<file path="config.mk">
export PLATFORM = sky130hd
export DESIGN_NAME = ulpi_phy_frontend
export DESIGN_NICKNAME = d
export VERILOG_FILES = /design/src/rtl/ulpi_phy_frontend.sv
export SDC_FILE = /design/constraint.sdc
export NUM_CORES = 1
export LEC_CHECK = 0
export CAP_MARGIN = 20
export CORE_UTILIZATION = 47
export DETAILED_ROUTE_END_ITERATION = 16
export PLACE_DENSITY = 0.85
export SLEW_MARGIN = 20
export SYNTH_ARGS = -nofsm -noshare
export SYNTH_HDL_FRONTEND = slang
export SYNTH_SLANG_ARGS = --single-unit
</file>
<file path="constraint.sdc">
create_clock -name clk_i -period 6.3 [get_ports clk_i]
set_clock_uncertainty 0.15 [all_clocks]
set_input_delay 1.26 -clock clk_i [delete_from_list [all_inputs] [get_ports clk_i]]
set_output_delay 1.26 -clock clk_i [all_outputs]
set_load 0.1 [all_outputs]
</file>
<file path="src/rtl/ulpi_phy_frontend.sv">
// ULPI PHY front end: lock-qualified reset sequencer, registered pad paths and DIR turnaround.
// Define ULPI_FRONTEND_STATUS_EN to build the saturating turnaround / lock-loss counters.
module ulpi_phy_frontend #(
  parameter int LOCK_WAIT       = 1024,
  parameter int PHY_RST_CYCLES  = 64,
  parameter int PHY_WAKE_CYCLES = 4096,
  parameter int CNT_W           = 16
) (
  input  logic             clk_i,
  input  logic             rst_i,
  input  logic             pll_locked_i,
  output logic             phy_rst_o,
  output logic             core_rst_o,
  input  logic [7:0]       ulpi_data_i,
  output logic [7:0]       ulpi_data_o,
  output logic             ulpi_data_oe_o,
  input  logic             ulpi_dir_i,
  input  logic             ulpi_nxt_i,
  output logic             ulpi_stp_o,
  output logic [7:0]       core_data_o,
  output logic             core_dir_o,
  output logic             core_nxt_o,
  output logic             core_turn_o,
  input  logic [7:0]       core_data_i,
  input  logic             core_stp_i,
  output logic [CNT_W-1:0] stat_turn_o,
  output logic [CNT_W-1:0] stat_unlock_o
);

  typedef enum logic [2:0] {
    S_RESET, S_WAIT_LOCK, S_PHY_RST, S_PHY_WAKE, S_RUN
  } state_t;

  localparam logic [CNT_W-1:0] LOCK_LAST = CNT_W'(LOCK_WAIT - 1);
  localparam logic [CNT_W-1:0] RST_LAST  = CNT_W'(PHY_RST_CYCLES - 1);
  localparam logic [CNT_W-1:0] WAKE_LAST = CNT_W'(PHY_WAKE_CYCLES - 1);

  state_t           state_q, state_d;
  logic [CNT_W-1:0] cnt_q, cnt_d;
  logic             phy_rst_q, phy_rst_d, core_rst_q, core_rst_d;
  logic             stp_q, stp_d;
  logic [7:0]       dout_q, dout_d, rx_data_q, rx_data_d;
  logic             dir_q, dir_d, nxt_q, nxt_d, turn_q, turn_d;
  logic             run_q, run_d;

  // Lock loss is tested before any exit so it wins over a same-cycle state change.
  always_comb begin
    state_d = state_q;
    cnt_d   = cnt_q + CNT_W'(1);
    unique case (state_q)
      S_RESET: begin
        state_d = S_WAIT_LOCK;
        cnt_d   = '0;
      end
      S_WAIT_LOCK: begin
        if (!pll_locked_i) begin
          cnt_d = '0;
        end else if (cnt_q == LOCK_LAST) begin
          state_d = S_PHY_RST;
          cnt_d   = '0;
        end
      end
      S_PHY_RST: begin
        if (!pll_locked_i) begin
          state_d = S_WAIT_LOCK;
          cnt_d   = '0;
        end else if (cnt_q == RST_LAST) begin
          state_d = S_PHY_WAKE;
          cnt_d   = '0;
        end
      end
      S_PHY_WAKE: begin
        if (!pll_locked_i) begin
          state_d = S_WAIT_LOCK;
          cnt_d   = '0;
        end else if (cnt_q == WAKE_LAST) begin
          state_d = S_RUN;
          cnt_d   = '0;
        end
      end
      S_RUN: begin
        cnt_d = '0;
        if (!pll_locked_i) state_d = S_WAIT_LOCK;
      end
      default: begin
        state_d = S_RESET;
        cnt_d   = '0;
      end
    endcase
  end

  // Registered outputs follow the next state so they change on the same edge as the sequencer.
  always_comb begin
    run_q      = (state_q == S_RUN);
    run_d      = (state_d == S_RUN);
    phy_rst_d  = (state_d == S_PHY_RST);
    core_rst_d = !run_d;
    stp_d      = run_d ? core_stp_i : 1'b1;
    dout_d     = run_d ? core_data_i : 8'h00;
    rx_data_d  = ulpi_data_i;
    dir_d      = ulpi_dir_i;
    nxt_d      = ulpi_nxt_i;
    turn_d     = ulpi_dir_i ^ dir_q;
  end

  always_ff @(posedge clk_i or negedge rst_i) begin
    if (!rst_i) begin
      state_q    <= S_RESET;
      cnt_q      <= '0;
      phy_rst_q  <= 1'b0;
      core_rst_q <= 1'b1;
      stp_q      <= 1'b1;
      dout_q     <= 8'h00;
      rx_data_q  <= 8'h00;
      dir_q      <= 1'b0;
      nxt_q      <= 1'b0;
      turn_q     <= 1'b0;
    end else begin
      state_q    <= state_d;
      cnt_q      <= cnt_d;
      phy_rst_q  <= phy_rst_d;
      core_rst_q <= core_rst_d;
      stp_q      <= stp_d;
      dout_q     <= dout_d;
      rx_data_q  <= rx_data_d;
      dir_q      <= dir_d;
      nxt_q      <= nxt_d;
      turn_q     <= turn_d;
    end
  end

  assign phy_rst_o      = phy_rst_q;
  assign core_rst_o     = core_rst_q;
  assign ulpi_stp_o     = stp_q;
  assign ulpi_data_o    = dout_q;
  // Release the bus the instant DIR rises; re-drive only once the registered DIR is low too.
  assign ulpi_data_oe_o = run_q & !ulpi_dir_i & !dir_q;
  assign core_data_o    = rx_data_q;
  assign core_dir_o     = dir_q;
  assign core_nxt_o     = nxt_q;
  assign core_turn_o    = turn_q;

`ifdef ULPI_FRONTEND_STATUS_EN
  logic [CNT_W-1:0] turn_cnt_q, turn_cnt_d, unlock_cnt_q, unlock_cnt_d;

  function automatic logic [CNT_W-1:0] sat_inc(input logic [CNT_W-1:0] v, input logic en);
    return (en && (v != '1)) ? v + CNT_W'(1) : v;
  endfunction

  always_comb begin
    turn_cnt_d   = sat_inc(turn_cnt_q, run_q & (ulpi_dir_i ^ dir_q));
    unlock_cnt_d = sat_inc(unlock_cnt_q, run_q & !pll_locked_i);
  end

  always_ff @(posedge clk_i or negedge rst_i) begin
    if (!rst_i) begin
      turn_cnt_q   <= '0;
      unlock_cnt_q <= '0;
    end else begin
      turn_cnt_q   <= turn_cnt_d;
      unlock_cnt_q <= unlock_cnt_d;
    end
  end

  assign stat_turn_o   = turn_cnt_q;
  assign stat_unlock_o = unlock_cnt_q;
`else
  assign stat_turn_o   = '0;
  assign stat_unlock_o = '0;
`endif

endmodule

</file>
Yosys cells after proc, flatten, opt, wreduce, memory -nomap -nowiden
Cells that the tools add are included.
Word-level totals
  bits in registers: 41
  logic and storage cells: 44
  output and inout bits: 55
  input port bits: 22
Operators by class
  mux-type cells: 17
  add/subtract/negate cells: 1
  reductions and logical operators: 4
  equality and inequality tests: 9
  bitwise logic cells: 3
Operator list (number)
  $mux W16: 6
  $pmux W16 S3: 1
  $mux W3: 7
  $add A16 B1 Y16 const B: 1
  $eq A16 B10 Y1 const B: 1
  $eq A16 B12 Y1 const B: 1
  $eq A16 B6 Y1 const B: 1
  $pmux W3 S5: 1
  $eq A3 B2 Y1 const B: 3
  $mux W8: 1
  $eq A3 B3 Y1 const B: 2
  $eq A3 B1 Y1 const B: 1
  $logic_not A1 Y1: 3
  $logic_not A3 Y1: 1
  $and A1 B1 Y1: 2
  $mux W1: 1
  $xor A1 B1 Y1: 1

Longest topological paths before layout
Gate-level depths: netlist of run 1.
  depth after elaboration: 6
  mapped depth: 6
  gate-level depth less buffers: 5

Worst setup path before layout of run 1
OpenSTA, ideal clock, no wires.
  path type: in2out
  start: input ulpi_dir_i
  end: output ulpi_data_oe_o
  data required time: 4.890 ns
  arrival time: 3.323 ns
  stages on the path: 1
  path buffers: 0
  slack: 1.567 ns
  cell sequence: nor3_1
Between the ends
  word-level cells in the longest chain between the ends: 3
RTL lines
  start, declared: line 17  | input logic ulpi_dir_i,
  $logic_not A1 Y1: line 137  | assign ulpi_data_oe_o = run_q & !ulpi_dir_i & !dir_q;
  $and A1 B1 Y1 (2 in a row): line 137
  end, declared: line 16  | output logic ulpi_data_oe_o,
Every way passes these cells.

Worst setup path in the final report of run 1
Ends and elaborated chain as after synthesis.

==> impl_metrics.csv, run 1 <==
group,metric,value,unit
outcome,run_status,"finished, final reports clean",
sta,finalHoldViolations,0,
clock_tree,postCtsHoldBufs,0,
layout,fill_cells,346,
sta,slew_headroom,34.12,%
route,vias_per_cell,4.978,
power_and_ir_drop,p_seq_share,45.6,%
grt,grt_pass1_vias,1186,
yosys,syn_inst,185,
route,wl_per_cell,13.09,um
layout,nets,250,
sta,drv_slew,0,
grt,grt_start_max_net_pins,42,
yosys,synth.most_common_cell,"dfrtp_1",
layout,stdcell_count,278,
sta,finalCritPeriodShare,70.73,%
layout,syn_to_final_growth,21.32,%
layout,n_antenna_cell,0,
setup_path,timing.critical_path.to_type,"output pin",
setup_path,start_kind,"primary input",
placed_design,place_hpwl,2552,um
clock_tree,clock_sinks,41,
die,die_x,67.73,um
yosys,synth_edf_count,0,
placed_design,gp_congestion,0.8221,
die,row_count,23,
sta,setup_tns,0,ns
die,dieArea,4587,um2
clock_tree,cts_tree,"built",
power_and_ir_drop,irDropWorstVdd,162.2,uV
route,drc,0,
clock_tree,ctsResizeCount,0,
clock_tree,post_cts_buffers,0,
clock_tree,h-tree-depth,2,
sta,worstMarginPinSlew,0.9851,ns
yosys,syn_area,2031,um2
clock_tree,cts_made_buffers,5,
yosys,yosysTopAreaCell,"dfrtp_1",
yosys,synth.avg_cell_area,10.98,um2
grt,grt_first_pass_wirelength,5602,um
grt,grt_use_total,16.91,%
yosys,seq_area_frac_synth,50.65,%
route,totalWireLength,3639,um
yosys,async_flop_share,100.0,%
grt,antenna_found_initial,0,
setup_path,worstSetupPathType,"primary input to output pin",
power_and_ir_drop,power.leakage,1.098,nW
route,drt_iter0_drc,54,
setup_path,critPathArrivalTime,3.05,ns
route,route.vias.total,1384,
setup_path,required,4.89,ns
clock_tree,clk_latency,0.29,ns
setup_path,reg2regPathDepth,4,
placed_design,io_buffers,44,
sta,fmax,224.4,MHz
layout,fin_area,2464,um2
min_path,hp-class,"flip-flop to flip-flop",
clock_tree,clk_pin_slew_worst_paths,0.08,ns
placed_design,dp_slack,1.834,ns
sta,fin_crit,4.456,ns
die,io_pins,77,
yosys,synth_seq_cells,41,
yosys,ys_top_cells_by_area,"dfrtp_1, buf_4, and3b_2",
clock_tree,clock_path_buffers,2,
layout,drive_above_1_share,10.09,%
setup_path,cp_max_fo,3,
die,coreArea,4086,um2
sta,fin_hold_ws,0.3240,ns
die,start_util,49.69,%
yosys,synth_cell_types,40,
placed_design,post-place-cells,270,
grt,overflow,0,
placed_design,placed_cell_area,2367,um2
power_and_ir_drop,comb_power_share,24.5,%
power_and_ir_drop,cellInternalPower,377.4,uW
power_and_ir_drop,power_density,241.8,nW/um2
yosys,ys_warn_count,0,
clock_tree,cts_root_buffer,"clkbuf_8",
yosys,synth_common_cells,"dfrtp_1, buf_4, a21oi_1",
route,drtAntennaViolNets,0,
power_and_ir_drop,p_switching,218.3,uW
yosys,synth-main-ff-cell,"dfrtp_1",
power_and_ir_drop,power_frac_clock,30.0,%
die,die-height,67.73,um
run,max_cap_violations,0,
sta,setup_viol,0,
route,firstDrtPassIters,4,
power_and_ir_drop,switching_share,36.64,%
sta,rsz0062_at_grt,"no",
sta,fin_ws,1.844,ns
yosys,synth_top_area_share,48.06,%
min_path,holdPathStages,1,
power_and_ir_drop,power.total,595.6,uW
layout,final_util,60.29,%
worst max-delay path: stages:
cell and delay, ns:
clkdlybuf4s50_1 0.45, nor3_1 0.18, clkdlybuf4s50_1 1.16
metal layers:
layer,vias to the layer above,GRT usage [%],routed length (um)
li1,670,-,-
met1,654,22.64,1582
met2,56,25.12,1810
met3,4,4.561,182
met4,0,7.979,63
met5,-,0,0
path summary, 6_finish.rpt:
kind / startpoint / end / slack, ns
min in group asynchronous: rst_i / core_dir_o$_DFF_PN0_ / 0.94
setup / recovery: ulpi_dir_i / ulpi_data_oe_o / 1.84
max in group asynchronous: rst_i / cnt_q[8]$_DFF_PN0_ / 4.51
hold reg to reg: cnt_q[0]$_DFF_PN0_ / cnt_q[0]$_DFF_PN0_ / 0.32
setup reg to reg: cnt_q[12]$_DFF_PN0_ / ulpi_stp_o$_DFF_PN1_ / 3.75
hold / removal: cnt_q[0]$_DFF_PN0_ / cnt_q[0]$_DFF_PN0_ / 0.32
registers in the layout, indices dropped and copies added, names as in the netlist, 3 cells and up:
name / cells
ulpi_data_o: 8
state_q: 3
cnt_q: 16
core_data_o: 8
power by group through the flow:
| stage | sequential [mW] | clock, mW | combinational (mW) |
|---|---|---|---|
| 3_5_place_dp | 0.277 | 0 | 0.146 |
| 2_1_floorplan | 0.306 | 0 | 0.104 |
| 4_1_cts | 0.271 | 0.185 | 0.146 |
| 3_3_place_gp | 0.276 | 0 | 0.145 |
| 5_1_grt | 0.272 | 0.196 | 0.151 |
| 6_report | 0.271 | 0.179 | 0.146 |
layout by cell type, fill, tap and decap left out, types with 3 or more instances in the layout:
| cell | count |
|---|---|
| nor4_1 | 4 |
| nand3_1 | 4 |
| nand2_1 | 9 |
| xor2_1 | 9 |
| nand2b_1 | 3 |
| nor2b_1 | 3 |
| nor2_1 | 3 |
| dfrtp_1 | 39 |
| xnor2_1 | 4 |
| clkbuf_8 | 6 |
| nand4_1 | 9 |
| clkdlybuf4s50_1 | 43 |
| conb_1 | 32 |
| and4_1 | 3 |
| and3b_2 | 8 |
| and3_1 | 3 |
| a21oi_1 | 14 |
| o21ai_0 | 3 |
kinds of logic after synthesis:
group                    synth area share (%)
flip-flops                              50.65
AO/OA/AOI/OAI                           9.489
other                                  0.1847
AND/OR/NAND/NOR                         19.78
adder cells (fa/ha/maj)                0.6160
XOR/XNOR                                5.607
buffers and inverters                   13.68
cell type report:
class / instances / area (um2) / area share, %
clock inverters: 2 / 13.76 / 0.5587
repair buffers: 44 / 435.4 / 17.67
well taps: 50 / 62.56 / 2.539
flip-flops and latches: 41 / 1028 / 41.75
clock buffers: 6 / 82.58 / 3.352
multi-input cells: 135 / 840.8 / 34.13
(Power assumes the default switching activity.)
==> inputs of run 2 (changes only) <==
--- a/config.mk
+++ b/config.mk
@@ -6,9 +6,9 @@
 export NUM_CORES = 1
 export LEC_CHECK = 0
 export CAP_MARGIN = 20
-export CORE_UTILIZATION = 47
+export CORE_UTILIZATION = 40
 export DETAILED_ROUTE_END_ITERATION = 16
-export PLACE_DENSITY = 0.85
+export PLACE_DENSITY = 0.77
 export SLEW_MARGIN = 20
 export SYNTH_ARGS = -nofsm -noshare
 export SYNTH_HDL_FRONTEND = slang
==> constraint.sdc (replaced) <==
create_clock -name clk_i -period 3.9 [get_ports clk_i]
set_clock_uncertainty 0.15 [all_clocks]
set_input_delay 0.78 -clock clk_i [delete_from_list [all_inputs] [get_ports clk_i]]
set_output_delay 0.78 -clock clk_i [all_outputs]
set_load 0.1 [all_outputs]
==> run 2 against run 1 <==
Core utilization decreased by 8.4 points. Routed wire length is 2.4% higher. Final area increased by 1.5%. Die area is 17% higher. Total power grew 70%. Clock-buffer cell count decreased by 1. Sequential power up 62%. Critical endpoint is now ulpi_stp_o. Largest cell class unchanged. Largest power group unchanged.
==> impl_metrics.csv, run 2 (same netlist as run 1, synthesis figures left out) <==
group,metric,value,unit
layout,largest_register_ffs,16,
setup_path,critPathBufInv,1,
layout,stdcell_count,295,
clock_tree,clk_pin_slew_worst_paths,0.08,ns
sta,rsz0062_at_grt,"no",
setup_path,crit_family,"buffers and inverters",
run,max_cap_violations,0,
sta,finalHoldViolations,0,
grt,overflow,0,
power_and_ir_drop,power_density,405.3,nW/um2
placed_design,gp_congestion,0.7864,
sta,fmax,344.5,MHz
power_and_ir_drop,power.leakage,1.103,nW
setup_path,cp_cell_sequence,"clkdlybuf4s50_1",
die,dieArea,5366,um2
layout,nets,250,
die,coreArea,4817,um2
layout,final_util,51.92,%
clock_tree,post_cts_buffers,0,
outcome,run_status,"finished, final reports clean",
clock_tree,cts_made_buffers,5,
setup_path,required,2.97,ns
setup_path,cp_max_fo,1,
sta,finalCritPeriodShare,74.43,%
placed_design,post-place-cells,287,
die,start_util,42.16,%
sta,worstMarginPinSlew,1.019,ns
layout,n_antenna_cell,0,
route,vias_per_cell,4.837,
layout,fin_area,2501,um2
die,row_count,25,
route,route.vias.total,1427,
route,dr_wl_met3,160,um
route,wl_per_cell,12.64,um
clock_tree,cts_root_buffer,"clkbuf_8",
power_and_ir_drop,power.total,1.014,mW
route,met2_length,2001,um
grt,grt_pass1_vias,1235,
sta,fin_crit,2.903,ns
layout,regMostFlops,"cnt_q",
setup_path,critPathArrivalTime,1.97,ns
route,firstDrtPassIters,4,
grt,grt_start_max_net_pins,42,
layout,drive_above_1_share,10.53,%
clock_tree,postCtsHoldBufs,0,
min_path,hp-class,"flip-flop to flip-flop",
route,drtAntennaViolNets,0,
setup_path,cp_slowest_cell,"clkdlybuf4s50_1",
clock_tree,clock_path_buffers,2,
route,drc,0,
route,totalWireLength,3728,um
route,drt-met1-wl,1498,um
layout,layout_commonest_cell,"clkdlybuf4s50_1",
setup_path,crit_path_max_incr_delay,1.15,ns
clock_tree,h-tree-depth,2,
power_and_ir_drop,irDropWorstVdd,209.1,uV
layout,syn_to_final_growth,23.17,%
sta,slew_headroom,31.86,%
route,routed.top_layer,"met4",
placed_design,io_buffers,44,
placed_design,placed_cell_area,2386,um2
sta,setup_viol,0,
die,io_pins,77,
clock_tree,clk_latency,0.29,ns
setup_path,start_kind,"flip-flop",
clock_tree,ctsResizeCount,0,
sta,setup_tns,0,ns
sta,drv_slew,0,
placed_design,place_hpwl,2582,um
grt,antenna_found_initial,0,
route,drt_iter0_drc,91,
setup_path,timing.critical_path.to_type,"output pin",
grt,grt_first_pass_wirelength,5720,um
setup_path,worstSetupPathType,"flip-flop to output pin",
clock_tree,cts_tree,"built",
grt,grt_use_total,13.98,%
die,die_x,73.25,um
layout,mostFrequentLayoutCells,"clkdlybuf4s50_1, dfrtp_1, conb_1",
die,die-height,73.25,um
clock_tree,clock_sinks,41,
## run 2: cell count changes in the layout (fill, tap and decap cells not counted)
cell / delta
clkbuf_8: -1
buf_4: +1
clkinv_2: -1
clkinvlp_4: +1
bufinv_16: +1
clkdlybuf4s50_1: -1
## run 2: worst reg2reg max path, stage by stage (launching register included)
cell	delay [ns]
dfrtp_1	0.44
or4_4	0.56
nor4_1	0.54
a21boi_1	0.33
or3b_1	0.43
## run 2: routing by layer
layer	GRT usage [%]	vias to the layer above
li1	-	675
met5	0	-
met1	16.53	694
met4	6.318	0
met2	24.38	52
met3	2.881	6
## run 2: power by group
part	switching, mW	internal, mW	leakage (nW)
Clock	0.148	0.191	0.0543
Combinational	0.203	0.0325	0.516
Sequential	0.00490	0.434	0.533
## run 2: worst paths after layout
kind | endpoint | slack (ns) | start | depth (start not counted)
max | ulpi_stp_o | 1.0 | ulpi_stp_o$_DFF_PN1_ | 1
min | cnt_q[0]$_DFF_PN0_ | 0.34 | cnt_q[0]$_DFF_PN0_ | 1
max reg2reg | ulpi_stp_o$_DFF_PN1_ | 1.38 | cnt_q[12]$_DFF_PN0_ | 4
min reg2reg | cnt_q[0]$_DFF_PN0_ | 0.34 | cnt_q[0]$_DFF_PN0_ | 1
max in group asynchronous | cnt_q[3]$_DFF_PN0_ | 2.62 | rst_i | 1
min in group asynchronous | cnt_q[2]$_DFF_PN0_ | 0.44 | rst_i | 1
## run 2: stage by stage
| step | hold WS, ns | worst slack [ns] |
|---|---|---|
| finish | 0.3405 | 0.9972 |
| global route | 0.3686 | 0.9661 |
| CTS | 0.3356 | 0.9846 |
| detailed placement | 0.3242 | 0.9115 |
| global placement | 0.3086 | 0.9678 |
| floorplan | 0.2845 | 0.007526 |
## run 2: layout make-up
type                    count  area (um2)
flip-flops and latches     41        1028
clock buffers               5       68.82
well taps                  67       83.83
repair buffers             44       432.9
fillers                   432        2316
multi-input cells         135       840.8
clock inverters             3       46.29
==> RTL edit, RTL diff (flow settings as in run 2) <==
Register the inputs `ulpi_data_i`, `ulpi_nxt_i`, `core_data_i` and `core_stp_i` before use, without a reset. The logic sees them one clock later. The other inputs are not delayed to match.
--- a/src/rtl/ulpi_phy_frontend.sv
+++ b/src/rtl/ulpi_phy_frontend.sv
@@ -34,6 +34,18 @@
   localparam logic [CNT_W-1:0] LOCK_LAST = CNT_W'(LOCK_WAIT - 1);
   localparam logic [CNT_W-1:0] RST_LAST  = CNT_W'(PHY_RST_CYCLES - 1);
   localparam logic [CNT_W-1:0] WAKE_LAST = CNT_W'(PHY_WAKE_CYCLES - 1);
+
+  logic [7:0] ulpi_data_q;
+  logic ulpi_nxt_q;
+  logic [7:0] core_data_q;
+  logic core_stp_q;
+
+  always_ff @(posedge clk_i) begin
+    ulpi_data_q <= ulpi_data_i;
+    ulpi_nxt_q  <= ulpi_nxt_i;
+    core_data_q <= core_data_i;
+    core_stp_q  <= core_stp_i;
+  end
 
   state_t           state_q, state_d;
   logic [CNT_W-1:0] cnt_q, cnt_d;
@@ -95,11 +107,11 @@
     run_d      = (state_d == S_RUN);
     phy_rst_d  = (state_d == S_PHY_RST);
     core_rst_d = !run_d;
-    stp_d      = run_d ? core_stp_i : 1'b1;
-    dout_d     = run_d ? core_data_i : 8'h00;
-    rx_data_d  = ulpi_data_i;
+    stp_d      = run_d ? core_stp_q : 1'b1;
+    dout_d     = run_d ? core_data_q : 8'h00;
+    rx_data_d  = ulpi_data_q;
     dir_d      = ulpi_dir_i;
-    nxt_d      = ulpi_nxt_i;
+    nxt_d      = ulpi_nxt_q;
     turn_d     = ulpi_dir_i ^ dir_q;
   end
 
Behaviour: not the same (Yosys sat finds a counterexample within 4 cycles, from zero or initial values and one cycle with rst_i low).
==> RTL edit against run 2 <==
Sequential cell count up 18. Power rose by 34%. Sequential share of layout area rose by 6.2 points. Worst setup slack worse by 0.0087 ns. Global-route usage decreased by 0.10 points. Final area is 17% higher. Clock power up 44%. Critical path depth unchanged. Synthesized area rose by 18%. Routed wire length increased by 5.8%.
==> RTL edit: results <==
group,metric,value,unit
clocking,h-tree-depth,3,
global_routing,track_usage,13.9,%
finish,drive_gt1_share,12.2,%
timing,finalHoldWorstSlack,0.178,ns
place,gp_congestion,0.805,
power,peakVddDrop,0.000293,V
worst_setup_path,r2r_setup_slack,1.30,ns
worst_setup_path,r2r-start,"cnt_q[12]",
worst_setup_path,slowest_delay,1.14,ns
place,place_hpwl,2610,um
detailed_routing,drt_pass1_iterations,4,
worst_setup_path,worstSetupEndpoint,"core_rst_o",
logic_synthesis,ys_top_cells_by_area,"dfrtp_1 (41%), dfxtp_1 (15%), buf_4 (10%), and3b_2 (3.3%), xor2_1 (3.3%)",
worst_setup_path,startpoint,"core_rst_o",
global_routing,use_met3,6.78,%
logic_synthesis,synth.avg_cell_area,11.8,um2
detailed_routing,drt_iter0_drc,109,
logic_synthesis,synth_commonest_cells,"dfrtp_1 (39), buf_4 (32), dfxtp_1 (18)",
logic_synthesis,ys_seq_area_share,58.1,%
global_routing,met2_usage,20.4,%
timing,period_share,74.7,%
clocking,cts_buffer_depth,2,
global_routing,grt_pass1_vias,1373,
detailed_routing,wl_met2,1930,um
place,placed_cells,310,
min_path,whs_path_depth,0,
detailed_routing,dr_wl_met3,318,um
place,dpl_cell_area,0.00275,mm2
detailed_routing,vias_per_cell,4.75,
place,dp_slack,0.921,ns
detailed_routing,wl_met1,1640,um
timing,slew-limit-headroom,33.6,%
clocking,clk_pin_slew,0.06,ns
power,p_leak,1.29,nW
clocking,post_cts_buffers,0,
detailed_routing,wire_per_inst,12.1,um
detailed_routing,top_layer_used,"met4",
finish,stdcell_count,326,
logic_synthesis,synth.distinct_cells,41,
min_path,min_to,"core_data_o[7]",
global_routing,grt_pass1_wl,6490,um
logic_synthesis,async_flop_share,69.5,%
finish,diodes,0,
min_path,hold_start,"rx_data_d[7]",
outcome,outcome,"completed",
finish,nNetsFinal,272,
clocking,cts_buffers,9,
clocking,insertion_delay,0.33,ns
global_routing,grt_use_met1,17.7,%
place,portBuffers,44,
worst_setup_path,worst-path-max-fanout,1,
RTL edit: area by class of cell:
class,count,area [um2]
Fill cell,489,2710
Sequential cell,59,1390
Multi-Input combinational cell,135,841
Timing Repair Buffer,44,433
Clock buffer,12,155
Tap cell,72,90.1
Clock inverter,4,25.0
RTL edit: power breakdown:
part | total [mW] | internal (mW) | switching, mW | leakage, nW
combinational | 0.235 | 0.0325 | 0.203 | 0.516
clock | 0.491 | 0.263 | 0.229 | 0.0884
sequential | 0.635 | 0.628 | 0.00661 | 0.685
RTL edit: kinds of logic after synthesis:
logic type | count (synthesis) | synth area share, %
other | 1 | 0.157
flip-flops | 59 | 58.1
adder cells (fa/ha/maj) | 1 | 0.523
AND/OR/NAND/NOR | 61 | 16.8
AO/OA/AOI/OAI | 28 | 8.06
XOR/XNOR | 13 | 4.76
buffers and inverters | 40 | 11.6
